### src/rtl/core_freq_meter.sv
// Gated frequency counter: counts synchronised rising edges of sig_in over
// back-to-back windows of GATE_CYCLES clocks and latches each completed count.
module core_freq_meter #(
  parameter int unsigned GATE_CYCLES = 50_000_000,
  parameter int unsigned CNT_W       = 24,
  parameter int unsigned SYNC_STAGES = 2
) (
  input  logic             clk,
  input  logic             reset_n,
  input  logic             enable,
  input  logic             sig_in,
  output logic [CNT_W-1:0] freq_out,
  output logic             freq_valid,
  output logic             overflow,
  output logic             gate_active
);

  localparam int unsigned GW = (GATE_CYCLES > 1) ? $clog2(GATE_CYCLES) : 1;
  localparam logic [GW-1:0] GATE_LAST = GW'(GATE_CYCLES - 1);

  typedef enum logic {IDLE, MEASURE} state_t;

  state_t           state, state_next;
  logic [SYNC_STAGES-1:0] sync;
  logic             prev;
  logic             edge_det;
  logic [GW-1:0]    gate_cnt;
  logic [CNT_W-1:0] edge_cnt;
  logic [CNT_W-1:0] edge_final;
  logic             sat;
  logic             sat_final;
  logic             window_done;
  logic             abort;

  // Synchroniser and prev run in every state so a level already high at
  // window start never registers as an edge.
  always_ff @(posedge clk or negedge reset_n) begin
    if (!reset_n) begin
      sync <= '0;
      prev <= 1'b0;
    end else begin
      sync <= {sync[SYNC_STAGES-2:0], sig_in};
      prev <= sync[SYNC_STAGES-1];
    end
  end

  assign edge_det = sync[SYNC_STAGES-1] & ~prev;

  always_comb begin
    edge_final = edge_cnt;
    sat_final  = sat;
    if (edge_det) begin
      if (edge_cnt == '1) sat_final  = 1'b1;
      else                edge_final = edge_cnt + CNT_W'(1);
    end
  end

  always_ff @(posedge clk or negedge reset_n) begin
    if (!reset_n) state <= IDLE;
    else          state <= state_next;
  end

  always_comb begin
    state_next  = state;
    window_done = 1'b0;
    abort       = 1'b0;
    case (state)
      IDLE: begin
        if (enable) state_next = MEASURE;
      end
      MEASURE: begin
        if (!enable) begin
          abort      = 1'b1;
          state_next = IDLE;
        end else if (gate_cnt == GATE_LAST) begin
          window_done = 1'b1;
        end
      end
      default: state_next = IDLE;
    endcase
  end

  assign gate_active = (state == MEASURE);

  // Completion clears the counters and the next window starts on the
  // following cycle, so every clock belongs to exactly one window.
  always_ff @(posedge clk or negedge reset_n) begin
    if (!reset_n) begin
      gate_cnt   <= '0;
      edge_cnt   <= '0;
      sat        <= 1'b0;
      freq_out   <= '0;
      overflow   <= 1'b0;
      freq_valid <= 1'b0;
    end else begin
      freq_valid <= window_done;
      if (state == IDLE || abort) begin
        gate_cnt <= '0;
        edge_cnt <= '0;
        sat      <= 1'b0;
      end else if (window_done) begin
        freq_out <= edge_final;
        overflow <= sat_final;
        gate_cnt <= '0;
        edge_cnt <= '0;
        sat      <= 1'b0;
      end else begin
        gate_cnt <= gate_cnt + GW'(1);
        edge_cnt <= edge_final;
        sat      <= sat_final;
      end
    end
  end

endmodule

### config.mk
export PLATFORM = sky130hd
export DESIGN_NAME = core_freq_meter
export DESIGN_NICKNAME = d
export VERILOG_FILES = /design/src/rtl/core_freq_meter.sv
export SDC_FILE = /design/constraint.sdc
export NUM_CORES = 1
export LEC_CHECK = 0
export CORE_MARGIN = 2
export CORE_UTILIZATION = 50
export DETAILED_ROUTE_END_ITERATION = 10
export PLACE_DENSITY_LB_ADDON = 0.12
export RECOVER_POWER = 25
export SLEW_MARGIN = 20
export SYNTH_ARGS = -nofsm -noshare
export SYNTH_HDL_FRONTEND = slang
export SYNTH_SLANG_ARGS = --single-unit
### constraint.sdc
create_clock -name clk -period 4.79 [get_ports clk]
set_input_delay 0.479 -clock clk [delete_from_list [all_inputs] [get_ports clk]]
set_output_delay 0.479 -clock clk [all_outputs]
set_load 0.005 [all_outputs]
==> impl_metrics.json <==
{
  "status": "complete, no violations",
  "critPathMaxFanout": 49,
  "ys_seq_area_share_pct": 54.9,
  "routed_wl_um": 7150,
  "htreeDepth": 3,
  "drtIter0Drc": 108,
  "regArea_sq_mm": 0.00203,
  "fin_total_pwr_mw": 1.17,
  "first_global_vias": 2581,
  "cp_top_family": "simple AND/OR/NAND/NOR gates",
  "clockBufferDepth": 2,
  "drc": 0,
  "peakVddDrop_uv": 120,
  "finalClockSkew_ns": 0.00676,
  "worstMarginPinSlew_ns": 0.948,
  "syn_area_per_cell_sq_um": 9.87,
  "synth_area_leader_cell": "dfrtp_1",
  "gr-usage-all-layers_pct": 19.3,
  "yosys_warnings": 0,
  "synth_edf_count": 0,
  "port_buffers": 30,
  "fill_cells": 652,
  "finalSetupTns_ns": 0,
  "syn2layout_area_growth_pct": 13.9,
  "yosysTopAreaCellShare_pct": 54.9,
  "finalCoreUtilization_pct": 58.3,
  "min_path_type": "in -> async",
  "rsz0062_at_grt": "false",
  "critical-path-slowest-cell": "nand2_2",
  "insertion_delay_ns": 0.35,
  "crit_path_start_kind": "input port",
  "cp-end-kind": "flop",
  "synthesis.area_sq_mm": 0.00369,
  "path_buf_inv": 1,
  "overflow": 0,
  "cts_tree": "done",
  "timing.hold.ws_ns": 0.164,
  "hold_viol_final": 0,
  "yosysMostFrequentCell": "dfrtp_1",
  "synth_top_family_by_area": "simple AND/OR/NAND/NOR gates",
  "synth_mux_area_share_pct": 0.542,
  "vias_per_cell": 5.35,
  "vias": 2668,
  "synth_cell_type_count": 35,
  "start_util_pct": 51.2,
  "hold_buffers": 0,
  "maxSlewViolCount": 0,
  "setup_viol": 0,
  "worstPathCellList": "dlygate4sd3_1 -> and2_1 -> nand4_1 -> or4_1 -> nand2_2 -> nor2_1",
  "place_congestion": 0.802,
  "die_w_um": 89.9,
  "fmax_mhz": 387,
  "wl_per_cell_um": 14.3,
  "post-route-min-period_ns": 2.58,
  "period_share_pct": 53.9,
  "synth-seq-cells": 81,
  "p_per_area_mw_per_mm2": 277,
  "cts_sinks": 81,
  "async_flop_share_pct": 100,
  "postCtsResizedCells": 0,
  "maxCapViolations": 0,
  "leakage_nw": 1.64,
  "clk_pin_slew_ns": 0.08,
  "critPathKind": "in -> reg",
  "synth_simple_gate_area_share_pct": 23.0,
  "core_area_sq_mm": 0.00721,
  "required_ns": 4.98,
  "root_buffer": "clkbuf_8",
  "syn_nets": 380,
  "grt_max_degree": 82,
  "netlist_instances": 374,
  "ys.flop_type": "dfrtp_1",
  "ys_top_cells_by_area": "dfrtp_1 (55%), xnor2_1 (7.4%), nor2_1 (5.2%)",
  "firstDrtPassIters": 5,
  "multi_input_area_sq_mm": 0.00155,
  "chipHeight_um": 89.9,
  "max_stage_delay_ns": 0.72,
  "synth_fa_ha_area_share_pct": 0.678,
  "dpl.hpwl_um": 4600,
  "drt.antenna.violating_nets": 0,
  "io_pins": 31,
  "synth-xor-area-share_pct": 10.4,
  "synthTopCellsByCount": "dfrtp_1 (81), nor2_1 (51), nand2_1 (46), xnor2_1 (31), o21ai_0 (26)",
  "die_area_sq_mm": 0.00809,
  "layout-drive-gt1-share_pct": 5.25,
  "postCtsSetupBuffers": 0,
  "antenna_found_initial": 0,
  "n_antenna_cell": 0,
  "cts_made_buffers": 9,
  "slew_headroom_pct": 36.6,
  "final_nets": 403,
  "cp.arrival_ns": 2.78,
  "grt_pass1_wl_um": 12500,
  "synth_compound_area_share_pct": 7.05,
  "rows": 31
}
-- through the flow --
| step | instances | cell area [sq um] | setup slack (ns) |
|---|---|---|---|
| 5_1_grt | 499 | 4200 | 2.03 |
| 4_1_cts | 499 | 4200 | 2.22 |
| 2_1_floorplan | 374 | 3690 | 2.86 |
| 3_5_place_dp | 485 | 4030 | 1.89 |
| 6_report | 499 | 4200 | 2.21 |
| 3_3_place_gp | 485 | 4030 | 1.97 |
-- cell type report --
type / instances / share of cell area, %
clock buffers: 12 / 3.69
clock inverters: 2 / 0.357
inverters: 5 / 0.446
multi-input cells: 268 / 36.8
flip-flops and latches: 81 / 48.2
well taps: 99 / 2.95
repair buffers: 32 / 7.53
-- layout by cell type, fill, tap and decap left out, types with 2 or more instances in the layout --
cell | Yosys | final
a2111oi_0 | 2 | 2
a211o_1 | 2 | 2
a211oi_1 | 6 | 6
a21oi_1 | 6 | 6
and2_1 | 4 | 4
and3_1 | 5 | 5
and4_1 | 9 | 9
buf_4 | 0 | 2
clkbuf_8 | 0 | 11
clkdlybuf4s50_1 | 0 | 27
clkinvlp_4 | 0 | 2
dfrtp_1 | 81 | 81
dlygate4sd3_1 | 0 | 2
ha_1 | 2 | 2
inv_1 | 5 | 5
mux2i_1 | 2 | 2
nand2_1 | 46 | 46
nand3_1 | 19 | 19
nand4_1 | 13 | 13
nor2_1 | 51 | 51
nor3_1 | 9 | 9
nor4_1 | 9 | 8
o21ai_0 | 26 | 26
or2_2 | 2 | 2
or4_1 | 2 | 2
xnor2_1 | 31 | 31
xor2_1 | 13 | 13
-- routing by layer --
layer  global-route usage, %  share of wire [%]  routed length [um]
met1                    25.9                 48                3410
met2                    31.1                 48                3430
met3                    4.36                2.7                 193
met4                    6.79                1.7                 123
met5                       0                  0                   0
-- cell families (layout without fill, tap and decap cells) --
family | Yosys count | in the layout
flip-flops | 81 | 81
XOR/XNOR | 44 | 44
multiplexers | 2 | 2
buffers and inverters | 25 | 51
AO/OA/AOI/OAI | 45 | 45
adder cells (fa/ha/maj) | 2 | 2
AND/OR/NAND/NOR | 175 | 175
-- state kept, by name (all words and copies together), names as in the netlist --
register and flops:
edge_cnt 24, freq_out 24, freq_valid 1, gate_active 1
gate_cnt 26, overflow 1, prev 1, sat 1
sync 2
-- power breakdown --
| group | internal (mW) | total, mW | switching, mW |
|---|---|---|---|
| logic | 0.00496 | 0.0284 | 0.0234 |
| clock network | 0.211 | 0.450 | 0.239 |
| registers | 0.686 | 0.688 | 0.00179 |
-- final timing paths --
check | cells after the start | endpoint | start | slack, ns
min | 1 | freq_valid | reset_n | 0.16
max reg2reg | 6 | sat | gate_cnt[0] | 2.24
min reg2reg | 0 | sync[1] | sync[0] | 0.35
max in group asynchronous | 1 | edge_cnt[7] | reset_n | 4.14
max | 6 | sat | enable | 2.21
min in group clk | 0 | sync[1] | sync[0] | 0.35
Power figures use the tool's default switching activity.
==> RTL change 1, RTL diff (same flow settings) <==
`GATE_CYCLES`: 50_000_000 -> 100_000_000.
--- a/src/rtl/core_freq_meter.sv
+++ b/src/rtl/core_freq_meter.sv
@@ -2,5 +2,5 @@
 // back-to-back windows of GATE_CYCLES clocks and latches each completed count.
 module core_freq_meter #(
-  parameter int unsigned GATE_CYCLES = 50_000_000,
+  parameter int unsigned GATE_CYCLES = 100_000_000,
   parameter int unsigned CNT_W       = 24,
   parameter int unsigned SYNC_STAGES = 2
Check against the original RTL: no difference found for any inputs over 10 cycles, from zero or initial values and one cycle with reset_n low; that may be too few to reach the edited logic, so the function may still have changed.
==> RTL change 1 against the original RTL <==
  * Cell area grew 2.7%
  * Setup slack improved by 0.053 ns
  * Register-to-register slack gained 0.02 ns
  * Power about the same
  * Clock power decreased by 2%
  * Routed wire length is 0.94% higher
  * Clock skew increased by 0.00073 ns
  * Sequential cell count rose by 1
  * Synthesized area rose by 2.5%
  * Sequential share of layout area shrank 0.71 points
  * Critical path type is now register to register
  * Critical endpoint is now freq_out[9]
==> RTL change 1: results (changes against the original RTL) <==
run_status:
  status: "finished clean"
global_routing:
  grt_usage_pct: 18.9  # -0.32 points
  grt_pass1_vias: 2705  # +4.8%
  grt_pass1_wl_um: 12700  # +1.2%
  grt_max_degree: 83  # +1.2%
finish:
  fillers: 661  # +1.4%
  reg_top3: "gate_cnt x27, edge_cnt x24, freq_out x24"
  drive_gt1_share_pct: 6.78  # +1.5 points
  finalNonFillerCells: 512  # +2.6%
  layout.nets: 414  # +2.7%
critical_path:
  reg2reg_depth: 5  # -1
  slowest_stage: "or4_2"
  r2r-end: "freq_out[9]"
  crit_start: "gate_cnt[17]"
  arrival_ns: 2.74  # -0.04 ns
  critPathCaptureType: "register"
  cpPeakStageDelay_ns: 0.94  # +0.22 ns
  crit_fanout: 35  # -29%
  r2r_setup_slack_ns: 2.26  # +0.02 ns
synth:
  synthTopCellsByCount: "82 x dfrtp_1, 64 x nor2_1, 38 x nand2_1, 24 x xnor2_1"
  synth_flop_cell: "dfrtp_1"
  async_flop_share_pct: 100  # unchanged
  ys_warn_count: 0  # unchanged
  syn-num-nets: 389  # +2.4%
  synth_seq_area_share_pct: 54.2  # -0.68 points
  synth_cell_types: 44  # +26%
  yosys-top-cells-area: "dfrtp_1 54%, nor2_1 6.3%, xnor2_1 5.6%"
  synthCells: 383  # +2.4%
drt:
  drtPass1Iterations: 4  # -1
  wl_per_cell_um: 14.1  # -1.6%
  drt_iter0_drc: 134  # +24%
  vias_per_cell: 5.40  # +1.0%
placed_design:
  hpwl_um: 4720  # +2.5%
  dp.cells: 496  # +2.3%
  place_congestion: 0.877  # +9.4%
  place_area_sq_mm: 0.00413  # +2.4%
  detailedPlace.worstSlack_ns: 2.07  # +0.185 ns
min_path:
  hold_class: "input pin to async pin"
power:
  p_total_mw: 1.17  # about the same
  switching_share_pct: 22.6  # about the same
  peakVddDrop_v: 0.000157  # +31%
  p_seq_share_pct: 59.8  # +0.8 points
  pg_comb_uw: 28.5  # about the same
  power_leakage_nw: 1.68  # +2.6%
cts:
  ctsResizeCount: 0  # unchanged
  root_buffer: "clkbuf_8"
  cts_buffers: 9  # unchanged
  cts.path.max_buffers: 2  # unchanged
  clk_pin_slew_ns: 0.08  # about the same
  cts_setup_buffers: 0  # unchanged
timing:
  hold_ws_ns: 0.131  # -0.0327 ns
  post-route-min-period_ns: 2.53  # -0.0532 ns
  maxSlewHeadroom_pct: 31.0  # -5.5 points
  clock-skew-final_ns: 0.00748  # +0.000727 ns
RTL change 1: cell count changes in the layout (fill, tap and decap cells not counted), moves of 3 or more:
cell	change
xor2_1	+7
nand4_1	+3
o21ai_1	+17
a21oi_1	+5
nor2_1	+13
o21ai_0	-24
nand2_1	-8
xnor2_1	-7
RTL change 1: cell families after synthesis:
logic type      share of synthesized area (%)
compound gates                           6.31
xor+xnor                                 10.2
fa+ha+maj                               0.661
buf+inv                                  2.84
flops                                    54.2
mux                                     0.529
simple gates                             25.3
RTL change 1: layout make-up:
class,count,area (sq um),share of cell area (%)
timing repair buffer,31,309,7.16
inverter,4,15.0,0.348
clock buffer,12,145,3.36
sequential,82,2050,47.5
clock inverter,4,27.5,0.637
multi-input combinational,280,1650,38.1
tap,99,124,2.87
RTL change 1: metal layers:
layer  vias to the layer above  GRT usage, %  share of wire (%)
met1                      1346          24.0                 48
met5                         -             0                  0
met4                         0          5.43               0.35
met3                         2          5.39                2.6
li1                       1380             -                  -
met2                        37          31.8                 49
==> RTL change 2, RTL diff (config.mk and constraints unchanged) <==
Without the edit above. Make the reset (`reset_n`) synchronous in 3 clocked blocks.
--- a/src/rtl/core_freq_meter.sv
+++ b/src/rtl/core_freq_meter.sv
@@ -35,5 +35,5 @@
   // Synchroniser and prev run in every state so a level already high at
   // window start never registers as an edge.
-  always_ff @(posedge clk or negedge reset_n) begin
+  always_ff @(posedge clk) begin
     if (!reset_n) begin
       sync <= '0;
@@ -56,5 +56,5 @@
   end
 
-  always_ff @(posedge clk or negedge reset_n) begin
+  always_ff @(posedge clk) begin
     if (!reset_n) state <= IDLE;
     else          state <= state_next;
@@ -85,5 +85,5 @@
   // Completion clears the counters and the next window starts on the
   // following cycle, so every clock belongs to exactly one window.
-  always_ff @(posedge clk or negedge reset_n) begin
+  always_ff @(posedge clk) begin
     if (!reset_n) begin
       gate_cnt   <= '0;
Formal check against the unedited RTL: differs if reset_n is asserted again (counterexample within 4 cycles, from zero or initial values and one cycle with reset_n low); with reset_n held inactive, the same outputs for 10 cycles.
==> RTL change 2 against the original RTL <==
  * Largest power group unchanged
  * Setup slack lost 0.27 ns
  * Power rose by 6.0%
  * Sequential cell count did not move
  * Routed wire length is 7.9% lower
  * Combinational power shrank 45%
  * Sequential power shrank 2%
  * Synthesized area shrank 11%
  * Critical path type unchanged
  * Hold slack better by 0.29 ns
  * Cell area fell by 7.9%
  * Critical endpoint is now gate_cnt[22]
  * Largest cell class unchanged
  * Via count is 0.86% lower
==> RTL change 2: results (changes against the original RTL) <==
synth:
  syn-num-nets: 380  # unchanged
  synth_edf_count: 0  # unchanged
  yosys-top-cells-area: "dfxtp_1 49%, nor2_1 7.2%, xnor2_1 5.6%"
  synthTopCellsByCount: "81 x dfxtp_1, 63 x nor2_1, 26 x nand2_1, 26 x o21ai_0, 25 x a21oi_1"
  synth_seq_area_share_pct: 49.2  # -5.7 points
  ys_warn_count: 0  # unchanged
  synth_cell_types: 36  # +2.9%
  async_flop_share_pct: 0  # -100 points
min_path:
  hold_class: "register to register"
cts:
  root_buffer: "clkbuf_8"
  ctsResizeCount: 0  # unchanged
  worst_skew_pair.late_latency_ns: 0.35  # about the same
  cts-htree-levels: 3  # unchanged
  clk_pin_slew_ns: 0.08  # about the same
  cts.path.max_buffers: 2  # unchanged
  cts_setup_buffers: 0  # unchanged
  cts_buffers: 9  # unchanged
global_routing:
  grt_pass1_wl_um: 11200  # -11%
  antenna_found_initial: 0  # unchanged
  global_route.usage.met3_pct: 3.21  # -1.1 points
  use_met1_pct: 25.8  # -0.081 points
  grt_max_degree: 36  # -56%
  grt_util_met2_pct: 30.2  # -0.88 points
  grt_pass1_vias: 2439  # -5.5%
  grt_usage_pct: 19.4  # +0.14 points
timing:
  drv_slew: 0  # unchanged
  tightest_slew_ns: 0.959  # +0.0111 ns
  clock-skew-final_ns: 0.00941  # +0.00266 ns
  hold_viol: 0  # unchanged
finish:
  reg_top3: "gate_cnt x26, edge_cnt x24, freq_out x24"
  diodes: 0  # unchanged
  fillers: 569  # -13%
  layout.nets: 411  # +2.0%
  drive_gt1_share_pct: 6.34  # +1.1 points
critical_path:
  cpLargestDelayFamily: "buffers and inverters"
  cpPeakStageDelay_ns: 1.16  # +0.44 ns
  slowest_stage: "dlygate4sd3_1"
  arrival_ns: 3.14  # +0.36 ns
  crit_fanout: 35  # -29%
drt:
  vias_per_cell: 5.43  # +1.6%
  wl_met1_um: 3280  # -3.8%
  dr_wl_met3_um: 164  # -15%
  wl_met2_um: 2960  # -14%
  drtPass1Iterations: 4  # -1
  drt_iter0_drc: 117  # +8.3%
  wl_um: 6590  # -7.9%
  routed.top_layer: "met4"
run_status:
  status: "finished clean"
placed_design:
  place_area_sq_mm: 0.00365  # -9.3%
  place_congestion: 0.805  # +0.47%
  hpwl_um: 4530  # -1.5%
  portBuffers: 30  # unchanged
power:
  peakVddDrop_v: 0.000207  # +72%
  power_leakage_nw: 1.32  # -20%
## RTL change 2: cell types whose count changed in the layout (fill, tap and decap cells not counted), moves of 7 or more
cell             delta
dfrtp_1            -81
xor2_1              +7
dlygate4sd3_1      +22
xnor2_1            -10
clkdlybuf4s50_1    -21
a21oi_1            +19
dfxtp_1            +81
nand2_1            -20
nor2_1             +12
## RTL change 2: cell type report
cell class                      count  area (sq um)  area share, %
Inverter                            4          15.0          0.388
Timing Repair Buffer               32           315           8.14
Sequential cell                    81          1620           41.9
Clock buffer                        9           124           3.20
Multi-Input combinational cell    277          1610           41.5
Tap cell                           77          96.3           2.49
Clock inverter                      7          95.1           2.45
## RTL change 2: cell families (layout without fill, tap and decap cells)
group                      Yosys count  in the layout  synth area share (%)
muxes                                2              2                 0.607
AOI/OAI and AO/OA                   57             57                  9.23
xor gates and xnor gates            41             41                  10.9
and+or+nand+nor                    175            175                  27.1
adders and majority gates            2              2                 0.759
DFF                                 81             81                  49.2
buffers and inverters               16             52                  2.24
## RTL change 2: where the power goes
group	internal [mW]	leakage, nW	total (mW)	switching [mW]
Combinational	0.00513	0.571	0.0156	0.0104
Clock	0.292	0.0975	0.544	0.252
Sequential	0.674	0.653	0.676	0.00135
Total	0.972	1.32	1.24	0.264
## RTL change 2: final timing paths
kind,endpoint,startpoint,slack [ns],cells past startpoint
min reg2reg,sync[1],sync[0],0.45,1
max,gate_cnt[22],reset_n,1.94,4
max reg2reg,gate_cnt[6],gate_cnt[0],1.98,7
min,sync[1],sync[0],0.45,1
## RTL change 2: per-stage QoR
step | cells | setup WS [ns]
after floorplan | 374 | 2.82
after global placement | 471 | 1.73
after detailed placement | 471 | 1.59
after CTS | 487 | 1.93
after global routing | 487 | 1.68
final | 487 | 1.94
